<file path="src/rtl/mux_share_pkg.sv">
// Shared types and helpers for the mux-share arbiter family.
// Holds the FSM state encoding and a reference round-robin pick function.
package mux_share_pkg;

    typedef enum logic [1:0] {
        ST_IDLE    = 2'd0,
        ST_GRANT   = 2'd1,
        ST_RELEASE = 2'd2
    } state_t;

    // Generic pick for up to 8 requesters: first set bit at or above ptr, with wrap.
    function automatic logic [2:0] rr_pick(input logic [7:0] req, input logic [2:0] ptr,
                                           input int nreq);
        logic [2:0] w;
        logic       found;
        int         idx;
        w     = ptr;
        found = 1'b0;
        for (int k = 0; k < 8; k++) begin
            if (k < nreq) begin
                idx = (int'(ptr) + k) % nreq;
                if (req[idx] && !found) begin
                    w     = 3'(idx);
                    found = 1'b1;
                end
            end
        end
        return w;
    endfunction

endpackage

</file>
<file path="src/rtl/mux_share_if.sv">
// Request/grant bundle between requesters and the mux-share arbiter.
// MUX_SHARE_LOCK_EN adds a lock input that holds off hold-time preemption.
interface mux_share_if #(
    parameter int NREQ = 4,
    parameter int SELW = 2
);
    logic [NREQ-1:0] req;
    logic [NREQ-1:0] gnt;
    logic [SELW-1:0] sel;
    logic            busy;
`ifdef MUX_SHARE_LOCK_EN
    logic            lock;

    modport master (input req, input lock, output gnt, output sel, output busy);
    modport slave  (output req, output lock, input gnt, input sel, input busy);
`else
    modport master (input req, output gnt, output sel, output busy);
    modport slave  (output req, input gnt, input sel, input busy);
`endif
endinterface

</file>
<file path="src/rtl/mux_share_arbiter_pick.sv">
// rr_priority_pick: combinational round-robin search.
// Rotates req down by ptr, takes the lowest set bit, and rotates the index back.
module rr_priority_pick #(
    parameter int NREQ = 4,
    parameter int SELW = 2
) (
    input  logic [NREQ-1:0] req,
    input  logic [SELW-1:0] ptr,
    output logic [SELW-1:0] winner,
    output logic            valid
);
    logic [2*NREQ-1:0] dbl;
    logic [NREQ-1:0]   rot;
    logic [SELW-1:0]   idx;
    logic [SELW:0]     sum;
    logic              found;

    always_comb begin
        dbl   = {req, req} >> ptr;
        rot   = dbl[NREQ-1:0];
        idx   = '0;
        found = 1'b0;
        for (int i = 0; i < NREQ; i++) begin
            if (rot[i] && !found) begin
                idx   = SELW'(i);
                found = 1'b1;
            end
        end
        // Undo the rotation modulo NREQ so non-power-of-two sizes never overflow
        sum = {1'b0, idx} + {1'b0, ptr};
        if (sum >= (SELW+1)'(NREQ)) sum = sum - (SELW+1)'(NREQ);
        winner = sum[SELW-1:0];
        valid  = |req;
    end
endmodule

</file>
<file path="src/rtl/mux_share_arbiter.sv">
// Round-robin arbiter for a shared N:1 mux: one-hot grant, registered select,
// MAX_HOLD preemption and a dead cycle between owners. Optional: MUX_SHARE_LOCK_EN.
module mux_share_arbiter
    import mux_share_pkg::*;
#(
    parameter int NREQ     = 4,
    parameter int SELW     = 2,
    parameter int MAX_HOLD = 8
) (
    input  logic      clk,
    input  logic      rst_n,
    mux_share_if.master bus
);
    localparam int CW = $clog2(MAX_HOLD);
    localparam logic [CW-1:0]   CNT_MAX = CW'(MAX_HOLD - 1);
    localparam logic [SELW-1:0] LAST    = SELW'(NREQ - 1);

    state_t          state, state_n;
    logic [NREQ-1:0] gnt, gnt_n;
    logic [SELW-1:0] sel, sel_n, ptr, ptr_n, winner;
    logic [CW-1:0]   cnt, cnt_n;
    logic            busy, busy_n, win_vld, lock_hold, preempt;

`ifdef MUX_SHARE_LOCK_EN
    assign lock_hold = bus.lock;
`else
    assign lock_hold = 1'b0;
`endif

    rr_priority_pick #(.NREQ(NREQ), .SELW(SELW)) u_pick (
        .req    (bus.req),
        .ptr    (ptr),
        .winner (winner),
        .valid  (win_vld)
    );

    // Preempt only once the hold budget is spent and someone else is waiting
    assign preempt = (cnt == CNT_MAX) && |(bus.req & ~gnt) && !lock_hold;

    always_comb begin
        state_n = state;
        gnt_n   = gnt;
        sel_n   = sel;
        busy_n  = busy;
        ptr_n   = ptr;
        cnt_n   = cnt;
        case (state)
            ST_IDLE, ST_RELEASE: begin
                if (win_vld) begin
                    state_n = ST_GRANT;
                    gnt_n   = {{(NREQ-1){1'b0}}, 1'b1} << winner;
                    sel_n   = winner;
                    busy_n  = 1'b1;
                    cnt_n   = '0;
                end else begin
                    state_n = ST_IDLE;
                end
            end
            ST_GRANT: begin
                if (!bus.req[sel] || preempt) begin
                    state_n = ST_RELEASE;
                    gnt_n   = '0;
                    busy_n  = 1'b0;
                    ptr_n   = (sel == LAST) ? '0 : sel + 1'b1;
                end else if (cnt != CNT_MAX) begin
                    cnt_n = cnt + 1'b1;
                end
            end
            default: begin
                state_n = ST_IDLE;
                gnt_n   = '0;
                busy_n  = 1'b0;
            end
        endcase
    end

    always_ff @(posedge clk or negedge rst_n) begin
        if (!rst_n) begin
            state <= ST_IDLE;
            gnt   <= '0;
            sel   <= '0;
            busy  <= 1'b0;
            ptr   <= '0;
            cnt   <= '0;
        end else begin
            state <= state_n;
            gnt   <= gnt_n;
            sel   <= sel_n;
            busy  <= busy_n;
            ptr   <= ptr_n;
            cnt   <= cnt_n;
        end
    end

    assign bus.gnt  = gnt;
    assign bus.sel  = sel;
    assign bus.busy = busy;
endmodule

</file>
<file path="src/flat_wrapper.sv">
// flat-port wrapper written by rule: the top's interface ports become plain ports
module mux_share_arbiter_flat import mux_share_pkg::*;
#(
    parameter int NREQ     = 4,
    parameter int SELW     = 2,
    parameter int MAX_HOLD = 8
)
  (clk, rst_n, bus_req, bus_gnt, bus_sel, bus_busy);
  mux_share_if #(.NREQ(NREQ), .SELW(SELW)) bus_i ();
  input  logic clk;
  input  logic rst_n;
  input wire logic [$bits(bus_i.req)-1:0] bus_req;
  output wire logic [$bits(bus_i.gnt)-1:0] bus_gnt;
  output wire logic [$bits(bus_i.sel)-1:0] bus_sel;
  output wire logic [$bits(bus_i.busy)-1:0] bus_busy;
  assign bus_i.req = bus_req;
  assign bus_gnt = bus_i.gnt;
  assign bus_sel = bus_i.sel;
  assign bus_busy = bus_i.busy;
  mux_share_arbiter #(.NREQ(NREQ), .SELW(SELW), .MAX_HOLD(MAX_HOLD)) u_core (.clk(clk), .rst_n(rst_n), .bus(bus_i));
endmodule
</file>
<file path="config.mk">
export PLATFORM = sky130hd
export DESIGN_NAME = mux_share_arbiter_flat
export DESIGN_NICKNAME = d
export VERILOG_FILES = /design/src/rtl/mux_share_pkg.sv /design/src/rtl/mux_share_if.sv /design/src/rtl/mux_share_arbiter_pick.sv /design/src/rtl/mux_share_arbiter.sv /design/src/flat_wrapper.sv
export SDC_FILE = /design/constraint.sdc
export NUM_CORES = 1
export LEC_CHECK = 0
export ABC_AREA = 1
export CORE_ASPECT_RATIO = 1.4
export CORE_MARGIN = 1
export CORE_UTILIZATION = 30
export DETAILED_ROUTE_END_ITERATION = 10
export PLACE_DENSITY = 0.48
export SETUP_SLACK_MARGIN = 0.15
export SKIP_LAST_GASP = 1
export SYNTH_ARGS = -nofsm -noshare
export SYNTH_HDL_FRONTEND = slang
export SYNTH_SLANG_ARGS = --single-unit
</file>
<file path="constraint.sdc">
create_clock -name clk -period 3 [get_ports clk]
set_input_delay 0.6 -clock clk [delete_from_list [all_inputs] [get_ports clk]]
set_output_delay 0.6 -clock clk [all_outputs]
set_load 0.02 [all_outputs]
</file>
# Word-level counts from Yosys, hierarchy flattened
# Cells that the tools add are included.
[op_classes]
order_cmp = 2
eq_ne = 9
shifts = 2
reduce_logical = 18
add_sub_neg = 4
mux = 23
bitwise_logic = 2
[op_table]
columns = ["cell", "count"]
rows = [
  ["2-to-1 mux 2 bit", 5],
  ["2-to-1 mux 3 bit", 3],
  ["2-to-1 mux 1 bit", 8],
  ["2-to-1 mux 4 bit", 2],
  ["case mux 4 bit (2 select lines)", 1],
  ["OR reduction 4 bit", 2],
  [">> shifter 8 x 2 -> 4 bit", 1],
  ["case mux 3 bit (2 select lines)", 1],
  ["AND reduction 2 bit", 3],
  ["bitwise AND 4 bit", 1],
  ["equality test 2 bit (second input constant)", 2],
  ["logical AND 1 bit", 4],
  ["zero test 1 bit", 4],
  ["!= test 2 x 1 -> 1 bit (second input constant)", 2],
  ["!= test 2 bit (second input constant)", 2],
  ["inverter 4 bit", 1],
  ["case mux 2 bit (2 select lines)", 1],
  ["AND reduction 4 bit", 1],
  ["left shift 1 x 2 -> 4 bit (first input constant)", 1],
  ["adder 2 x 2 -> 3 bit", 1],
  ["adder 3 x 1 -> 3 bit (second input constant)", 1],
  ["equality test 3 bit (second input constant)", 1],
  ["greater-or-equal comparator 3 bit (second input constant)", 1],
  ["less-than comparator 2 x 3 -> 1 bit (second input constant)", 1],
  ["10 further kinds", 10],
]
[totals]
ff_bits = 14
wordCells = 66
input_bits = 6
out_inout_bits = 7

# Depth between registers and ports, before layout
# Gate-level depths: netlist of run 1.
[logic_depth]
ltp_word = 17
mapped_depth = 13

# Modules after synthesis
# From an unflattened synthesis of run 1, not the netlist that was laid out.
[hier_totals]
hier_cells = 130
area_unflattened_um2 = 938.4
[by_module_without_submodules]
columns = ["module", "n_inst", "seq_area_each_um2", "area_per_inst_um2", "cells_each"]
rows = [
  ["mux_share_arbiter", 1, 350.3, 769.5, 94],
  ["rr_priority_pick", 1, 0.0, 168.9, 36],
]

# Worst setup path before layout of run 1
# OpenSTA, ideal clock, no wires.
[synth_path]
kind = "input to register"
startpoint = "input port bus_req[1]"
endpoint = "register u_core.sel[1], in the netlist u_core.bus.sel[1]"
path_slack_ns = 1.202
t_arrival_ns = 1.681
required_ns = 2.883
setup_ns = 0.117
path_stages = 12
cell_sequence = "nand2_1 -> nand3_1 -> nand2_1 -> nand3_1 -> a21boi_1 -> ha_1 -> xor2_1 -> inv_1 -> nand3_2 -> nand2_2 -> nand2_1 -> nand2_1"
[synth_via]
elab_chain_len = 14
[synth_rtl]
columns = ["item", "line", "text"]
rows = [
  ["start: declaration", "flat_wrapper.sv:12", "input wire logic [$bits(bus_i.req)-1:0] bus_req;"],
  [">> shifter 8 x 2 -> 4 bit", "mux_share_arbiter_pick.sv:19", "dbl = {req, req} >> ptr;"],
  ["2-to-1 mux 1 bit", "mux_share_arbiter_pick.sv:24", "if (rot[i] && !found) begin"],
  ["zero test 1 bit", "mux_share_arbiter_pick.sv:24", ""],
  ["logical AND 1 bit", "mux_share_arbiter_pick.sv:24", ""],
  ["2-to-1 mux 1 bit", "mux_share_arbiter_pick.sv:24", ""],
  ["zero test 1 bit", "mux_share_arbiter_pick.sv:24", ""],
  ["logical AND 1 bit", "mux_share_arbiter_pick.sv:24", ""],
  ["2-to-1 mux 1 bit", "mux_share_arbiter_pick.sv:24", ""],
  ["zero test 1 bit", "mux_share_arbiter_pick.sv:24", ""],
  ["logical AND 1 bit", "mux_share_arbiter_pick.sv:24", ""],
  ["2-to-1 mux 2 bit", "mux_share_arbiter_pick.sv:24", ""],
  ["adder 2 x 2 -> 3 bit", "mux_share_arbiter_pick.sv:30", "sum = {1'b0, idx} + {1'b0, ptr};"],
  ["greater-or-equal comparator 3 bit / subtractor 2 x 1 -> 2 bit (equally long branches)", "mux_share_arbiter_pick.sv:31", "if (sum >= (SELW+1)'(NREQ)) sum = sum - (SELW+1)'(NREQ);"],
  ["2-to-1 mux 2 bit", "mux_share_arbiter_pick.sv:31", ""],
  ["end signal: assignment", "mux_share_arbiter.sv:88", "sel <= sel_n;"],
  ["end: declaration", "mux_share_arbiter.sv:20", "logic [SELW-1:0] sel, sel_n, ptr, ptr_n, winner;"],
]
# Parallel ways exist; a longest one is shown, timed or not.
# A chain may end at the register's enable or synchronous reset.

# Worst setup path after layout of run 1
[layout_path]
startpoint = "input port bus_req[3]"
endpoint = "register u_core.gnt[3], in the netlist u_core.bus.gnt[3]"
[layout_via]
elab_chain_len = 17
[layout_rtl]
columns = ["item", "line", "text"]
rows = [
  [">> shifter 8 x 2 -> 4 bit", "mux_share_arbiter_pick.sv:19", ""],
  ["2-to-1 mux 1 bit", "mux_share_arbiter_pick.sv:24", ""],
  ["zero test 1 bit", "mux_share_arbiter_pick.sv:24", ""],
  ["logical AND 1 bit", "mux_share_arbiter_pick.sv:24", ""],
  ["2-to-1 mux 1 bit", "mux_share_arbiter_pick.sv:24", ""],
  ["zero test 1 bit", "mux_share_arbiter_pick.sv:24", ""],
  ["logical AND 1 bit", "mux_share_arbiter_pick.sv:24", ""],
  ["2-to-1 mux 1 bit", "mux_share_arbiter_pick.sv:24", ""],
  ["zero test 1 bit", "mux_share_arbiter_pick.sv:24", ""],
  ["logical AND 1 bit", "mux_share_arbiter_pick.sv:24", ""],
  ["2-to-1 mux 2 bit", "mux_share_arbiter_pick.sv:24", ""],
  ["adder 2 x 2 -> 3 bit", "mux_share_arbiter_pick.sv:30", ""],
  ["greater-or-equal comparator 3 bit / subtractor 2 x 1 -> 2 bit (equally long branches)", "mux_share_arbiter_pick.sv:31", ""],
  ["2-to-1 mux 2 bit", "mux_share_arbiter_pick.sv:31", ""],
  ["left shift 1 x 2 -> 4 bit", "mux_share_arbiter.sv:51", "gnt_n = {{(NREQ-1){1'b0}}, 1'b1} << winner;"],
  ["2-to-1 mux 4 bit", "mux_share_arbiter.sv:49", "if (win_vld) begin"],
  ["case mux 4 bit (2 select lines)", "mux_share_arbiter.sv:47", "case (state)"],
  ["end signal: assignment", "mux_share_arbiter.sv:87", "gnt <= gnt_n;"],
  ["end: declaration", "mux_share_arbiter.sv:19", "logic [NREQ-1:0] gnt, gnt_n;"],
]
# Parallel ways exist; a longest one is shown, timed or not. The select of a mux whose other input is x is not followed.

==> results of run 1 <==
per-stage QoR:
step	std cells	total power, W	hold WS, ns	setup slack [ns]	area [um^2]
6_report	180	0.00119	0.470	0.772	1110
5_1_grt	180	0.00134	0.517	0.505	1110
4_1_cts	180	0.00122	0.473	0.750	1110
3_5_place_dp	176	0.00103	0.459	0.498	1050
3_3_place_gp	176	0.00102	0.462	0.526	1050
2_1_floorplan	127	0.000838	0.304	1.20	887
cells in the mapped netlist, drive strengths merged:
library cell	number	area [um^2]
a21boi	1	7.51
xor2	1	8.76
nor2	9	36.3
nand3	17	95.1
dfrtp	14	350
nand2	56	228
inv	16	60.1
o21ai	5	28.8
a21oi	1	5.00
clkinv	1	5.00
or2	2	12.5
ha	4	50.1
sequential cells by signal (all words and copies together) (netlist names):
register	flops
u_core.bus.gnt	4
u_core.cnt	3
u_core.bus.sel	2
u_core.ptr	2
u_core.state	2
u_core.bus.busy	1
cell families after synthesis:
group | after synthesis | synth area share
xor+xnor | 1 | 0.00987
buf+inv | 17 | 0.0733
compound gates | 7 | 0.0465
flops | 14 | 0.395
simple gates | 84 | 0.419
fa+ha+maj | 4 | 0.0564
metal layers:
metal  wire length (um)  part of all wire  track usage  vias up
met4                 38             0.020       0.0625        0
li1                   -                 -            -      426
met1                895              0.46        0.183      361
met3                 47             0.024       0.0273        6
met2                943              0.49        0.231       16
met5                  0                 0            0        -
power groups by stage:
stage	Clock [W]	Combinational (W)	Sequential, W
after floorplan	0	0.000464	0.000374
after global placement	0	0.000664	0.000355
after detailed placement	0	0.000671	0.000357
after CTS	0.000188	0.000674	0.000353
after global routing	0.000196	0.000778	0.000363
final	0.000179	0.000662	0.000352
worst max-delay path: stages:
cell and delay [ns]:
clkdlybuf4s50_1 0.51, nand2_1 0.13, nand3_1 0.08, nand2_1 0.09
nand3_1 0.07, a21boi_1 0.13, ha_1 0.18, xor2_1 0.21
inv_1 0.08, nand3_2 0.10, nand2_2 0.07, nand2_1 0.06
nand2_1 0.05
final timing paths:
kind | startpoint | end | cells after the start
min | u_core.bus.busy | u_core.bus.busy | 2
min in group asynchronous | rst_n | u_core.bus.sel[0] | 1
max in group asynchronous | rst_n | u_core.bus.gnt[0] | 1
min reg2reg | u_core.bus.busy | u_core.bus.busy | 2
max reg2reg | u_core.ptr[0] | u_core.bus.gnt[3] | 13
max | bus_req[3] | u_core.bus.gnt[3] | 13
layout make-up:
cell class / count / area (um^2)
Clock buffer: 4 / 55.1
Fill cell: 287 / 1740
Multi-Input combinational cell: 96 / 472
Sequential cell: 14 / 350
Inverter: 17 / 65.1
Timing Repair Buffer: 12 / 120
Tap cell: 37 / 46.3
==> impl_metrics.prom, run 1 <==
# TYPE chip_impl_metric gauge
chip_impl_metric{name="power_per_cell_area",unit="nW/um^2"} 1080
chip_impl_metric{name="grt_antenna_before_repair",unit=""} 0
chip_impl_metric{name="sw_frac_of_total",unit=""} 0.460
chip_impl_metric{name="cp_max_fo",unit=""} 5
chip_impl_metric{name="via_count_of_the_first_global_routing_pass",unit=""} 757
chip_impl_metric{name="final-max-slew-violation-count",unit=""} 0
chip_impl_metric{name="post_synth.cell_area_avg",unit="um^2"} 6.99
chip_impl_metric{name="power.share.combinational",unit=""} 0.555
chip_impl_metric{name="antenna_violating_nets_post_route",unit=""} 0
chip_impl_metric{name="fin_tns_setup",unit="ns"} 0
chip_impl_metric{name="numCtsBuffers",unit=""} 3
chip_impl_metric{name="cts.repair.resized",unit=""} 0
chip_impl_metric{name="port_buffers",unit=""} 12
chip_impl_info{name="clock_tree_from_tritoncts",value="yes"} 1
chip_impl_metric{name="pin_count",unit=""} 13
chip_impl_metric{name="wl_per_cell",unit="um"} 10.7
chip_impl_metric{name="grt_max_degree",unit=""} 15
chip_impl_metric{name="count_of_nets_after_finishing",unit=""} 154
chip_impl_metric{name="finalHoldViolCount",unit=""} 0
chip_impl_metric{name="first_iter_violations",unit=""} 14
chip_impl_metric{name="setup_violations",unit=""} 0
chip_impl_metric{name="final.setup_skew",unit="ns"} 0.00287
chip_impl_metric{name="yosysSeqAreaShare",unit=""} 0.395
chip_impl_metric{name="route.detailed.drc",unit=""} 0
chip_impl_metric{name="period_utilisation_layout",unit=""} 0.743
chip_impl_metric{name="post-cts-setup-buffer-count",unit=""} 0
chip_impl_info{name="root_buffer",value="clkbuf_8"} 1
chip_impl_metric{name="post_route_cells_drive_above_1_share",unit=""} 0.147
chip_impl_info{name="mostFrequentLayoutCell",value="nand2_1"} 1
chip_impl_metric{name="num_rows",unit=""} 23
chip_impl_metric{name="global_route_wire_length_before_repair",unit="mm"} 3.25
chip_impl_metric{name="reg2reg_slack",unit="ns"} 1.11
chip_impl_metric{name="start_util",unit=""} 0.311
chip_impl_metric{name="post-route-min-period",unit="ns"} 2.23
chip_impl_metric{name="max_clock_freq",unit="GHz"} 0.449
chip_impl_metric{name="coreArea",unit="um^2"} 2850
chip_impl_metric{name="detailroute.via_count",unit=""} 809
chip_impl_info{name="worst_hold_path_type",value="register to register"} 1
chip_impl_metric{name="power.clock.fraction",unit=""} 0.150
chip_impl_metric{name="netlist_instances",unit=""} 127
chip_impl_metric{name="postSynthNetCount",unit=""} 137
chip_impl_info{name="criticalPathCategory",value="input port to register"} 1
chip_impl_info{name="run_status",value="completed"} 1
chip_impl_metric{name="netlist_cell_types",unit=""} 18
chip_impl_metric{name="clock_path_buffers",unit=""} 2
chip_impl_metric{name="sequential_share_of_power",unit=""} 0.295
chip_impl_metric{name="netSwitchingPower",unit="W"} 0.000549
chip_impl_metric{name="worstSkewPairLatency",unit="ns"} 0.24
chip_impl_metric{name="gpl.final_weighted_congestion",unit=""} 0.732
chip_impl_metric{name="die_w",unit="um"} 48.0
chip_impl_metric{name="p_leak",unit="nW"} 0.589
chip_impl_metric{name="cts_sinks",unit=""} 14
chip_impl_metric{name="place.detailed.hpwl",unit="mm"} 1.55
chip_impl_metric{name="firstDrtPassIters",unit=""} 4
chip_impl_metric{name="required",unit="ns"} 3.13
chip_impl_metric{name="globalRoute.totalOverflow",unit=""} 0
chip_impl_metric{name="maxCapViolCount",unit=""} 0
chip_impl_metric{name="h_tree_lvl_count",unit=""} 1
chip_impl_metric{name="design.die.area",unit="um^2"} 3180
chip_impl_info{name="layout_common_cells",value="49 x nand2_1, 15 x nand3_1, 14 x dfrtp_1"} 1
chip_impl_metric{name="syn_area",unit="um^2"} 887
chip_impl_metric{name="drt-total-wl",unit="mm"} 1.93
chip_impl_metric{name="p_int",unit="W"} 0.000645
chip_impl_info{name="crit_path_launch_type",value="input port"} 1
chip_impl_info{name="endpoint_kind",value="register"} 1
chip_impl_metric{name="antenna-diode-count",unit=""} 0
chip_impl_metric{name="crit_arrival",unit="ns"} 2.36
chip_impl_info{name="rsz0062_at_grt",value="no"} 1
chip_impl_metric{name="postSynthRegisterBits",unit=""} 14
chip_impl_metric{name="ir_worst_vdd",unit="mV"} 0.403
chip_impl_metric{name="syn2layout_area_growth",unit="%"} 25.0
chip_impl_metric{name="clk_pin_slew",unit="ns"} 0.05
chip_impl_metric{name="timing.slew.headroom",unit=""} 0.575
chip_impl_metric{name="post-route-util",unit=""} 0.389
chip_impl_metric{name="die_h",unit="um"} 66.3
chip_impl_metric{name="cts.hold.buffers_added",unit=""} 0
chip_impl_metric{name="timing_worst_slew_pin_value",unit="ns"} 0.635
chip_impl_metric{name="synth.yosys.warnings",unit=""} 0
chip_impl_metric{name="avgViaCountPerCell",unit=""} 4.49
chip_impl_metric{name="globalRouteTotalUtil",unit=""} 0.145
(Power assumes the default switching activity.)
==> run 2: changes to the inputs <==
clock period = 2.3 ns   (was 3 ns; I/O delays follow)
==> run 2 against run 1 <==
Compared with the run above:
- total power up 37%
- flip-flop and latch count unchanged
- clock power increased by 37%
- register-to-register slack worse by 0.66 ns
- core utilization rose by 1.9 points
- critical path depth unchanged
- via count is 1.6% higher
- non-clock buffer count up 6
- critical path type unchanged
- critical endpoint is now u_core.bus.gnt[2]
==> impl_metrics.prom, run 2 (synthesized netlist as in run 1, its figures left out) <==
# TYPE chip_impl_metric gauge
chip_impl_metric{name="total_power",unit="W"} 0.00163
chip_impl_metric{name="firstDrtPassIters",unit=""} 4
chip_impl_metric{name="gpl.final_weighted_congestion",unit=""} 0.710
chip_impl_metric{name="period_utilisation_layout",unit=""} 0.857
chip_impl_info{name="cp_cell_sequence",value="clkdlybuf4s50_1 -> nand2_1 -> nand3_1 -> nand2_1 -> nand3_1 -> a21boi_1 -> ha_2 -> xor2_2 -> inv_1 -> nand3_2 -> nand2_2 -> nand2_1 -> nand2_1"} 1
chip_impl_metric{name="numCtsBuffers",unit=""} 3
chip_impl_metric{name="syn2layout_area_growth",unit="%"} 31.2
chip_impl_metric{name="design.die.area",unit="um^2"} 3180
chip_impl_metric{name="largest_reg_flops",unit=""} 4
chip_impl_metric{name="design_area",unit="um^2"} 1160
chip_impl_metric{name="place.detailed.hpwl",unit="mm"} 1.58
chip_impl_metric{name="start_util",unit=""} 0.311
chip_impl_metric{name="via_count_of_the_first_global_routing_pass",unit=""} 824
chip_impl_metric{name="cts_sinks",unit=""} 14
chip_impl_metric{name="r2r.worst_path.cells",unit=""} 13
chip_impl_metric{name="placed_cell_area",unit="um^2"} 1090
chip_impl_metric{name="worst_hold_margin",unit="ns"} 0.469
chip_impl_metric{name="crit_arrival",unit="ns"} 2.11
chip_impl_metric{name="required",unit="ns"} 2.44
chip_impl_metric{name="route.detailed.drc",unit=""} 0
chip_impl_metric{name="wl_per_cell",unit="um"} 10.7
chip_impl_metric{name="grt_antenna_before_repair",unit=""} 0
chip_impl_info{name="cpLargestDelayFamily",value="simple AND/OR/NAND/NOR gates"} 1
chip_impl_info{name="hold_path.startpoint",value="u_core.bus.busy"} 1
chip_impl_metric{name="port_buffers",unit=""} 12
chip_impl_metric{name="reg2reg_slack",unit="ns"} 0.45
chip_impl_info{name="endpoint_kind",value="register"} 1
chip_impl_info{name="crit_path_launch_type",value="input port"} 1
chip_impl_metric{name="cpPeakStageDelay",unit="ns"} 0.45
chip_impl_metric{name="clock_path_buffers",unit=""} 2
chip_impl_info{name="slowest_cell_on_the_critical_path",value="clkdlybuf4s50_1"} 1
chip_impl_info{name="clock_tree_from_tritoncts",value="yes"} 1
chip_impl_metric{name="timing_worst_slew_pin_value",unit="ns"} 0.650
chip_impl_metric{name="die_w",unit="um"} 48.0
chip_impl_info{name="mostFrequentLayoutCell",value="nand2_1"} 1
chip_impl_metric{name="maxCapViolCount",unit=""} 0
chip_impl_info{name="criticalPathCategory",value="input port to register"} 1
chip_impl_metric{name="crit_buf_inv",unit=""} 2
chip_impl_info{name="rr_startpoint",value="u_core.ptr[0]"} 1
chip_impl_metric{name="antenna-diode-count",unit=""} 0
chip_impl_metric{name="power_per_cell_area",unit="nW/um^2"} 1400
chip_impl_metric{name="max_clock_freq",unit="GHz"} 0.507
chip_impl_metric{name="first_iter_violations",unit=""} 10
chip_impl_metric{name="pin_count",unit=""} 13
chip_impl_info{name="min_delay_worst_endpoint",value="u_core.bus.busy"} 1
chip_impl_metric{name="clk_pin_slew",unit="ns"} 0.06
chip_impl_metric{name="num_rows",unit=""} 23
chip_impl_metric{name="layout.filler_cells",unit=""} 308
chip_impl_metric{name="count_of_nets_after_finishing",unit=""} 160
chip_impl_metric{name="whs_path_depth",unit=""} 2
chip_impl_metric{name="cts.hold.buffers_added",unit=""} 0
chip_impl_info{name="run_status",value="completed"} 1
chip_impl_metric{name="antenna_violating_nets_post_route",unit=""} 0
chip_impl_metric{name="avgViaCountPerCell",unit=""} 4.42
chip_impl_info{name="reg_top3",value="u_core.bus.gnt x4, u_core.cnt x3"} 1
chip_impl_metric{name="detailroute.via_count",unit=""} 822
chip_impl_metric{name="global_route_wire_length_before_repair",unit="mm"} 3.31
chip_impl_metric{name="globalRoute.totalOverflow",unit=""} 0
chip_impl_metric{name="grt_max_degree",unit=""} 15
chip_impl_metric{name="cp_max_fo",unit=""} 3
chip_impl_info{name="layout_common_cells",value="49 x nand2_1, 15 x nand3_1, 14 x dfrtp_1"} 1
chip_impl_info{name="timing.rr.end",value="u_core.bus.gnt[2]"} 1
chip_impl_metric{name="die_h",unit="um"} 66.3
chip_impl_metric{name="h_tree_lvl_count",unit=""} 1
chip_impl_metric{name="post_route_cells_drive_above_1_share",unit=""} 0.195
chip_impl_metric{name="timing.slew.headroom",unit=""} 0.565
chip_impl_metric{name="globalRouteTotalUtil",unit=""} 0.149
chip_impl_metric{name="finalHoldViolCount",unit=""} 0
chip_impl_metric{name="setup_violations",unit=""} 0
chip_impl_info{name="root_buffer",value="clkbuf_8"} 1
chip_impl_metric{name="drt-total-wl",unit="mm"} 1.99
chip_impl_metric{name="worstSkewPairLatency",unit="ns"} 0.25
chip_impl_metric{name="p_leak",unit="nW"} 0.616
chip_impl_info{name="worst_hold_path_type",value="register to register"} 1
chip_impl_metric{name="final-max-slew-violation-count",unit=""} 0
chip_impl_metric{name="coreArea",unit="um^2"} 2850
chip_impl_info{name="rsz0062_at_grt",value="no"} 1
chip_impl_metric{name="post-route-min-period",unit="ns"} 1.97
chip_impl_metric{name="ir_worst_vdd",unit="mV"} 0.540
chip_impl_info{name="path_common_cell",value="nand2_1"} 1
chip_impl_metric{name="final.setup_skew",unit="ns"} 0.00243
chip_impl_info{name="most_flop_heavy_register",value="u_core.bus.gnt"} 1
run 2: how the worst max path moves through the flow:
stage                                   end  cells after the start     startpoint
final                     u_core.bus.gnt[2]                     13     bus_req[1]
after CTS                 u_core.bus.gnt[2]                     13     bus_req[1]
after global placement    u_core.bus.gnt[2]                     13     bus_req[1]
after detailed placement  u_core.bus.gnt[2]                     13     bus_req[1]
after global routing      u_core.bus.gnt[2]                     13     bus_req[1]
after floorplan           u_core.bus.sel[1]                     13  u_core.ptr[0]
run 2: layout make-up:
type / count / area (um^2) / area share
timing repair buffer: 18 / 165 / 0.142
multi-input combinational: 96 / 482 / 0.414
inverter: 17 / 65.1 / 0.0559
tap: 37 / 46.3 / 0.0398
sequential: 14 / 350 / 0.301
clock buffer: 4 / 55.1 / 0.0473
run 2: worst min-delay path, stage by stage, from the launching register on:
cell     delay [ns]
dfrtp_1        0.34
nand2_1        0.05
nand2_1        0.05
run 2: timing repair:
| action | CTS | global route |
|---|---|---|
| buffers inserted | 0 | 1 |
| resized for setup | 0 | 2 |
| endpoints found under the setup margin | 0 | 3 |
run 2: metal layers:
layer | vias to the layer above | routed length [um] | track usage
li1 | 440 | - | -
met1 | 368 | 832 | 0.161
met2 | 10 | 1090 | 0.269
met3 | 4 | 31 | 0.0164
met4 | 0 | 34 | 0.0729
met5 | - | 0 | 0
run 2: power breakdown:
part | leakage, nW | internal, W | total (W) | switching, W
Clock | 0.0288 | 0.000152 | 0.000246 | 0.0000938
Sequential | 0.179 | 0.000350 | 0.000460 | 0.000110
Combinational | 0.409 | 0.000383 | 0.000927 | 0.000544
Total | 0.616 | 0.000885 | 0.00163 | 0.000748
run 2: stage by stage:
stage	TNS (ns)	util	instances	worst slack, ns
after global placement	0	0.383	181	0.0466
final	0	0.408	186	0.329
after CTS	0	0.402	185	0.247
after floorplan	0	-	127	0.627
after global routing	0	0.408	186	0.169
after detailed placement	-0.000842	0.383	181	-0.000842
==> run 3: changes to the inputs <==
TNS_END_PERCENT = 5   (was not set)
==> results of run 3 <==
The final DEF is identical to that of run 2; final timing and power are the same.
